<file path="src/rtl/ped_crossing.sv">
// Pedestrian crossing controller slaved to the vehicle light controller.
// Grants WALK only on a fresh pure-red phase and aborts if red is lost.
//
// state | meaning
// ------+------------------------------------------------------------
// IDLE  | no request, DON'T WALK steady
// WAIT  | request accepted, waiting for the next pure-red start
// WALK  | WALK lamp on for WALK_T cycles
// CLEAR | DON'T WALK flashing for FLASH_T cycles
module ped_crossing #(
    parameter int WALK_T     = 10,
    parameter int FLASH_T    = 6,
    parameter int FLASH_HALF = 2,
    parameter int DB_T       = 4
) (
    input  logic clk,
    input  logic rst,
    input  logic red,
    input  logic yellow,
    input  logic green,
    input  logic btn,
    output logic walk,
    output logic dont_walk,
    output logic ped_wait,
    output logic conflict
);

    localparam int MAX_WF = (WALK_T > FLASH_T) ? WALK_T : FLASH_T;
    localparam int MAX_T  = (MAX_WF > DB_T) ? MAX_WF : DB_T;
    localparam int CNT_W  = $clog2(MAX_T) + 1;
    localparam int FH_W   = $clog2(FLASH_HALF) + 1;

    typedef enum logic [1:0] {
        S_IDLE  = 2'd0,
        S_WAIT  = 2'd1,
        S_WALK  = 2'd2,
        S_CLEAR = 2'd3
    } state_t;

    state_t             state_q, state_d;
    logic [CNT_W-1:0]   cnt_q, cnt_d;
    logic [FH_W-1:0]    fh_q, fh_d;
    logic               ph_q, ph_d;
    logic               pending_q, pending_d;
    logic               pure_red_q;
    logic               btn_s1_q, btn_s2_q;
    logic               db_level_q, db_level_d;
    logic [CNT_W-1:0]   db_cnt_q, db_cnt_d;
    logic               walk_q, walk_d;
    logic               dont_walk_q, dont_walk_d;
    logic               ped_wait_q, ped_wait_d;
    logic               conflict_q, conflict_d;

    logic pure_red;
    logic red_start;
    logic lamp_clash;
    logic press;

    always_comb begin
        pure_red   = red & ~yellow & ~green;
        red_start  = pure_red & ~pure_red_q;
        lamp_clash = green & (red | yellow);
    end

    // Level flips on the DB_T-th consecutive differing sample; press is
    // taken from the next level so the FSM sees it on the flip edge.
    always_comb begin
        db_level_d = db_level_q;
        db_cnt_d   = '0;
        if (btn_s2_q != db_level_q) begin
            if (db_cnt_q == CNT_W'(DB_T - 1)) begin
                db_level_d = btn_s2_q;
            end else begin
                db_cnt_d = db_cnt_q + CNT_W'(1);
            end
        end
        press = db_level_d & ~db_level_q;
    end

    always_comb begin
        state_d   = state_q;
        cnt_d     = cnt_q;
        fh_d      = fh_q;
        ph_d      = ph_q;
        pending_d = pending_q;

        case (state_q)
            S_IDLE: begin
                if (press) begin
                    state_d = S_WAIT;
                end
            end
            S_WAIT: begin
                if (red_start) begin
                    state_d = S_WALK;
                    cnt_d   = CNT_W'(WALK_T - 1);
                end
            end
            S_WALK: begin
                if (press) begin
                    pending_d = 1'b1;
                end
                if (!pure_red) begin
                    state_d   = (pending_q | press) ? S_WAIT : S_IDLE;
                    pending_d = 1'b0;
                end else if (cnt_q == '0) begin
                    state_d = S_CLEAR;
                    cnt_d   = CNT_W'(FLASH_T - 1);
                    fh_d    = FH_W'(FLASH_HALF - 1);
                    ph_d    = 1'b1;
                end else begin
                    cnt_d = cnt_q - CNT_W'(1);
                end
            end
            S_CLEAR: begin
                if (press) begin
                    pending_d = 1'b1;
                end
                if (fh_q == '0) begin
                    fh_d = FH_W'(FLASH_HALF - 1);
                    ph_d = ~ph_q;
                end else begin
                    fh_d = fh_q - FH_W'(1);
                end
                if (!pure_red || cnt_q == '0) begin
                    state_d   = (pending_q | press) ? S_WAIT : S_IDLE;
                    pending_d = 1'b0;
                end else begin
                    cnt_d = cnt_q - CNT_W'(1);
                end
            end
            default: begin
                state_d   = S_IDLE;
                pending_d = 1'b0;
            end
        endcase
    end

    // Lamps follow the current state one register later; loss of pure red
    // forces DON'T WALK immediately rather than waiting for the state change.
    always_comb begin
        walk_d      = 1'b0;
        dont_walk_d = 1'b1;
        ped_wait_d  = 1'b0;
        conflict_d  = conflict_q | lamp_clash | ((state_q == S_WALK) & ~pure_red);

        case (state_q)
            S_IDLE: begin
                ped_wait_d = 1'b0;
            end
            S_WAIT: begin
                ped_wait_d = 1'b1;
            end
            S_WALK: begin
                walk_d      = pure_red;
                dont_walk_d = ~pure_red;
                ped_wait_d  = pending_q;
            end
            S_CLEAR: begin
                dont_walk_d = ph_q | ~pure_red;
                ped_wait_d  = pending_q;
            end
            default: begin
                ped_wait_d = 1'b0;
            end
        endcase
    end

    always_ff @(posedge clk) begin
        if (rst) begin
            state_q     <= S_IDLE;
            cnt_q       <= '0;
            fh_q        <= '0;
            ph_q        <= 1'b1;
            pending_q   <= 1'b0;
            pure_red_q  <= 1'b0;
            btn_s1_q    <= 1'b0;
            btn_s2_q    <= 1'b0;
            db_level_q  <= 1'b0;
            db_cnt_q    <= '0;
            walk_q      <= 1'b0;
            dont_walk_q <= 1'b1;
            ped_wait_q  <= 1'b0;
            conflict_q  <= 1'b0;
        end else begin
            state_q     <= state_d;
            cnt_q       <= cnt_d;
            fh_q        <= fh_d;
            ph_q        <= ph_d;
            pending_q   <= pending_d;
            pure_red_q  <= pure_red;
            btn_s1_q    <= btn;
            btn_s2_q    <= btn_s1_q;
            db_level_q  <= db_level_d;
            db_cnt_q    <= db_cnt_d;
            walk_q      <= walk_d;
            dont_walk_q <= dont_walk_d;
            ped_wait_q  <= ped_wait_d;
            conflict_q  <= conflict_d;
        end
    end

    assign walk      = walk_q;
    assign dont_walk = dont_walk_q;
    assign ped_wait  = ped_wait_q;
    assign conflict  = conflict_q;

endmodule

</file>
<file path="config.mk">
export PLATFORM = sky130hd
export DESIGN_NAME = ped_crossing
export DESIGN_NICKNAME = d
export VERILOG_FILES = /design/src/rtl/ped_crossing.sv
export SDC_FILE = /design/constraint.sdc
export NUM_CORES = 1
export LEC_CHECK = 0
export CORE_MARGIN = 2
export CORE_UTILIZATION = 54
export DETAILED_ROUTE_END_ITERATION = 8
export MAX_ROUTING_LAYER = met4
export PLACE_DENSITY = 0.76
export SYNTH_ARGS = -nofsm -noshare
export SYNTH_HDL_FRONTEND = slang
export SYNTH_SLANG_ARGS = --single-unit
</file>
<file path="constraint.sdc">
create_clock -name clk -period 2.3 [get_ports clk]
set_input_delay 0.345 -clock clk [delete_from_list [all_inputs] [get_ports clk]]
set_output_delay 0.345 -clock clk [all_outputs]
set_load 0.03 [all_outputs]
</file>
* After elaboration in Yosys (flattened, before gate mapping)
Index checks and enable logic that the tools add are counted.
** Operators by class
- Bitwise logic cells :: 19
- Add/subtract/negate cells :: 3
- Equal/unequal tests :: 13
- Multiplexer cells :: 28
- Reduce and logical (&&, ||, !) cells :: 14
** Operators by type and width (count)
- two-way mux 5 bit :: 4
- two-way mux 2 bit :: 8
- one-hot mux 5 bit (3 select lines) :: 1
- inequality test 2 bit, second input constant :: 7
- AND reduction 4 bit :: 3
- two-way mux 1 bit :: 9
- NOT 1 bit :: 8
- one-hot mux 2 bit (4 select lines) :: 1
- bitwise AND 1 bit :: 6
- one-hot mux 1 bit (2 select lines) :: 3
- adder 5 x 1 -> 5 bit, second input constant :: 1
- == test 5 x 2 -> 1 bit, second input constant :: 1
- zero test 5 bit :: 1
- bitwise OR 1 bit :: 5
- subtractor 5 x 1 -> 5 bit, second input constant :: 1
- == test 2 bit, second input constant :: 2
- zero test 2 bit :: 2
- one-hot mux 2 bit (2 select lines) :: 1
- OR reduction 2 bit :: 2
- inequality test 3 bit, second input constant :: 1
- one-hot mux 1 bit (3 select lines) :: 1
- AND reduction 3 bit :: 1
- nonzero test 3 bit :: 1
- OR reduction 3 bit :: 1
- 6 further kinds :: 6
** Word-level totals
- Register bits after elaboration :: 24
- Input bits :: 6

* Longest topological paths before layout
- Depth in word-level cells :: 8
- Depth in mapped cells :: 6

* Worst setup path before layout
No wires, ideal clock.
- Kind :: flip-flop to flip-flop
- Start :: reg cnt_q[0]
- End :: reg cnt_q[2]
- Data required time :: 2214 ps
- Path slack :: 656 ps
- Clock period less this slack :: 1644 ps
- Arrival time :: 1558 ps
- Setup time :: 86 ps
- Stages on the path, launching flop included :: 7
- Cell sequence :: dfxtp_1 -> inv_1 -> ha_1 -> or4b_4 -> o221ai_4 -> o21ai_1 -> a221oi_2
** Between the ends
- Longest elaborated chain between the ends :: 4
** RTL lines
- start, declared :: RTL line 41 : logic [CNT_W-1:0] cnt_q, cnt_d;
- start signal, assigned :: RTL line 187 : cnt_q <= cnt_d;
- subtractor 5 x 1 -> 5 bit or zero test 5 bit (tied branches)
- two-way mux 5 bit or logical OR 1 bit (tied branches) :: RTL line 106, 125
- two-way mux 5 bit or inequality test 2 bit (tied branches)
- one-hot mux 5 bit (3 select lines) or AND reduction 4 bit (tied branches)
Parallel ways exist; a longest one is shown, timed or not. The select of a mux whose other input is x is not followed.
A chain may end at the register's enable or synchronous reset.

* Worst setup path in the final report
- Start :: reg cnt_q[0]
- End :: reg state_q[0]
** Between the ends
- Longest elaborated chain between the ends :: 4
** RTL lines
- zero test 5 bit (*) :: RTL line 106, 125
- logical OR 1 bit :: RTL line 125 : if (!pure_red || cnt_q == '0) begin
- inequality test 2 bit (no line)
- AND reduction 4 bit (no line) (*)
- end signal, assigned :: RTL line 186 : state_q <= state_d;
- end, declared :: RTL line 40 : state_t state_q, state_d;
Every way passes the cells marked *; elsewhere a longest branch is shown, timed or not.

==> metrics <==
status=finished, final reports clean; CP max stage delay=0.53 ns; multiplexer share of the synthesized area=0.0187; diodes inserted=0; core region area=1920 um2; Reg clk slew, reported paths=0.13 ns; main combinational cell family by area after synthesis=simple AND/OR/NAND/NOR gates; synth warn=0; unrepaired setup endpoints after global routing=false; clock buffer depth=2; post-synthesis adder-cell area fraction=0.0233; Slew Limit Fails=0; initial drt markers=21; final HPWL from detailed placement=1.44 mm; synth unique cells=34; GR Util met1=0.263; post-route cell area=1250 um2; crit-path cells=inv_1 > ha_1 > or4b_4 > nand3_1 > nand3_1 > o31a_1; Clk network pwr share=0.394; Leakage=0.000461 uW; Sequential Power Share=0.554; CTS buffer count=3; Clock Tree Root=clkbuf_4; DRC=0; PD cells=611 nW/um2; most frequent cells in the layout=dfxtp_1, nor2_1, inv_1, clkdlybuf4s50_1; Slowest cell on crit path=or4b_4; H-tree depth=1; Least-Margin Pin Slew=between 0.6 and 0.7 ns; CTS tree=done; Min Hold Slack=0.457 ns; Post-Synth XOR/XNOR Area=0.0408; Post-synth EDFFs=0; RD Place Congestion=0.845; # hold bufs at CTS=0; Post-Synthesis Cells=120; Worst Path Arrival=2.03 ns; postcts setup bufs=0; commonest non-fill, non-tap cell in the layout=dfxtp_1; number of global-route vias before repair=846; Main synth FF type=dfxtp_1; asr flop ratio synth=0; initial antenna violation count=0; Int Power=615 uW; first-pass GRT wire length=3.68 mm; Crit Path Class=reg2reg; DIE HEIGHT=48.6 um; complex-gate fraction of the synthesized area=0.179; fmax=0.551 GHz; Clock Skews=around 0.0018 ns; Initial Util=0.558; worst slack at placement=0.296 ns; Setup TNS=0 ns; GRT Total Usage=0.199; Placement Rows=16; Area Overhead vs Synth=16.3%; Netlist Area Pre-Place=1070 um2; CP max FO=5; Detailed Routing Iterations Pass 1=4; grt peak-use layer=met2; GR met3 Demand/Resource=0.0185; Routed Antenna Nets=0; Die X=48.6 um; sequential element share of the synthesized area=0.448; endpoints failing setup=0; routed length per instance=12.7 um; Setup crit end kind=flip-flop; final hold viol count=0; share of cells above drive strength 1=0.0923; vias per cell=~5.5; Detailed Route WL=between 2 and 2.5 mm; Net Sw Frac=0.193; Seq cells post-synth=24; Combinational Power Share=0.052; worst endpoint required time=between 2 and 3 ns; post_cts resized=0; die area=2360 um2; Slew HR=0.599; Critical Path Most Common Cell=nand3_1; MaxCap Viol Count=0; via count=about 870; clk sinks=24; I/O pins=10; worst-skew pair later-pin latency=0.31 ns; PnR worst setup slack=0.485 ns; port bufs=9; Post-Synth Simple-Gate Area=0.237; largest net degree at the start of global routing=19; Final Net Count=139; VDD IR max=0.595 mV; syn nets=128; met2 usage=0.336; placed instance area=1190 um2; Period minus WS final=1.82 ns; Layout Utilization=0.649; Hold Crit Class=reg2reg; net load switching power=between 100 and 150 uW; Startpoint Class=flip-flop; Syn Area/Cell=8.94 um2; final period utilization=0.789; total gr overflow=0
[flip-flops by register name (all words and copies together) (netlist names), 2 cells and up]
| name | flops |
|---|---|
| cnt_q | 5 |
| db_cnt_q | 5 |
| fh_q | 2 |
| state_q | 2 |
[per-layer routing]
layer | vias up | wire length [um]
met5 | - | 0
met3 | 4 | 71
met4 | 0 | 14
met1 | 401 | 942
met2 | 25 | 972
li1 | 439 | -
[cells in the mapped netlist, types with 2 or more instances]
| master | number | area, um2 |
|---|---|---|
| ha_1 | 2 | 25.0 |
| nor2b_1 | 4 | 25.0 |
| nand3_1 | 7 | 35.0 |
| a21o_1 | 2 | 15.0 |
| a221oi_1 | 2 | 17.5 |
| nor4b_1 | 2 | 17.5 |
| nand2b_1 | 3 | 18.8 |
| dfxtp_1 | 24 | 480 |
| o21ai_0 | 6 | 30.0 |
| xor2_1 | 2 | 17.5 |
| nor2_1 | 13 | 48.8 |
| nor3_1 | 3 | 15.0 |
| mux2i_1 | 2 | 20.0 |
| o22ai_1 | 2 | 12.5 |
| a21oi_1 | 5 | 25.0 |
| nand2_1 | 7 | 26.3 |
| or3_1 | 3 | 18.8 |
| inv_1 | 9 | 33.8 |
| o21ai_1 | 2 | 10.0 |
| clkbuf_1 | 4 | 15.0 |
| xnor2_1 | 3 | 26.3 |
[cell type report]
class | instances | area, um2
inverters | 9 | 33.8
repair buffers | 12 | 113
multi-input cells | 81 | 534
fillers | 175 | 674
clock inverters | 1 | 30.0
clock buffers | 3 | 22.5
flip-flops and latches | 24 | 480
well taps | 27 | 33.8
[power groups by stage]
stage,registers (uW),clock network [uW],logic (uW)
after floorplan,433,0,18.1
after global placement,431,0,38.2
after detailed placement,431,0,39.4
after CTS,422,309,39.7
after global routing,423,324,43.8
final,422,301,39.9
[worst paths after layout]
path,to,startpoint,slack [ns],cells past startpoint
setup / recovery,state_q[0],cnt_q[0],0.48,6
hold / removal,fh_q[1],fh_q[1],0.46,2
setup reg to reg,state_q[0],cnt_q[0],0.48,6
hold reg to reg,fh_q[1],fh_q[1],0.46,2
[kinds of logic after synthesis]
kind of cell,count (synthesis)
adder cells (fa/ha/maj),2
multiplexers,2
XOR/XNOR,5
flip-flops,24
AND/OR/NAND/NOR,46
AO/OA/AOI/OAI,26
buffers and inverters,15
[worst max-delay path: cells and delay by family (launching register included)]
family	cells	cell delay [ns]
flip-flops	1	0.33
AND/OR/NAND/NOR	3	0.81
adder cells (fa/ha/maj)	1	0.19
buffers and inverters	1	0.08
AO/OA/AOI/OAI	1	0.30
[through the flow]
step | std cells | power, uW
after floorplan | 120 | 452
after global placement | 153 | 469
after detailed placement | 153 | 471
after CTS | 157 | 771
after global routing | 157 | 791
final | 157 | 763
(Power assumes the default switching activity.)
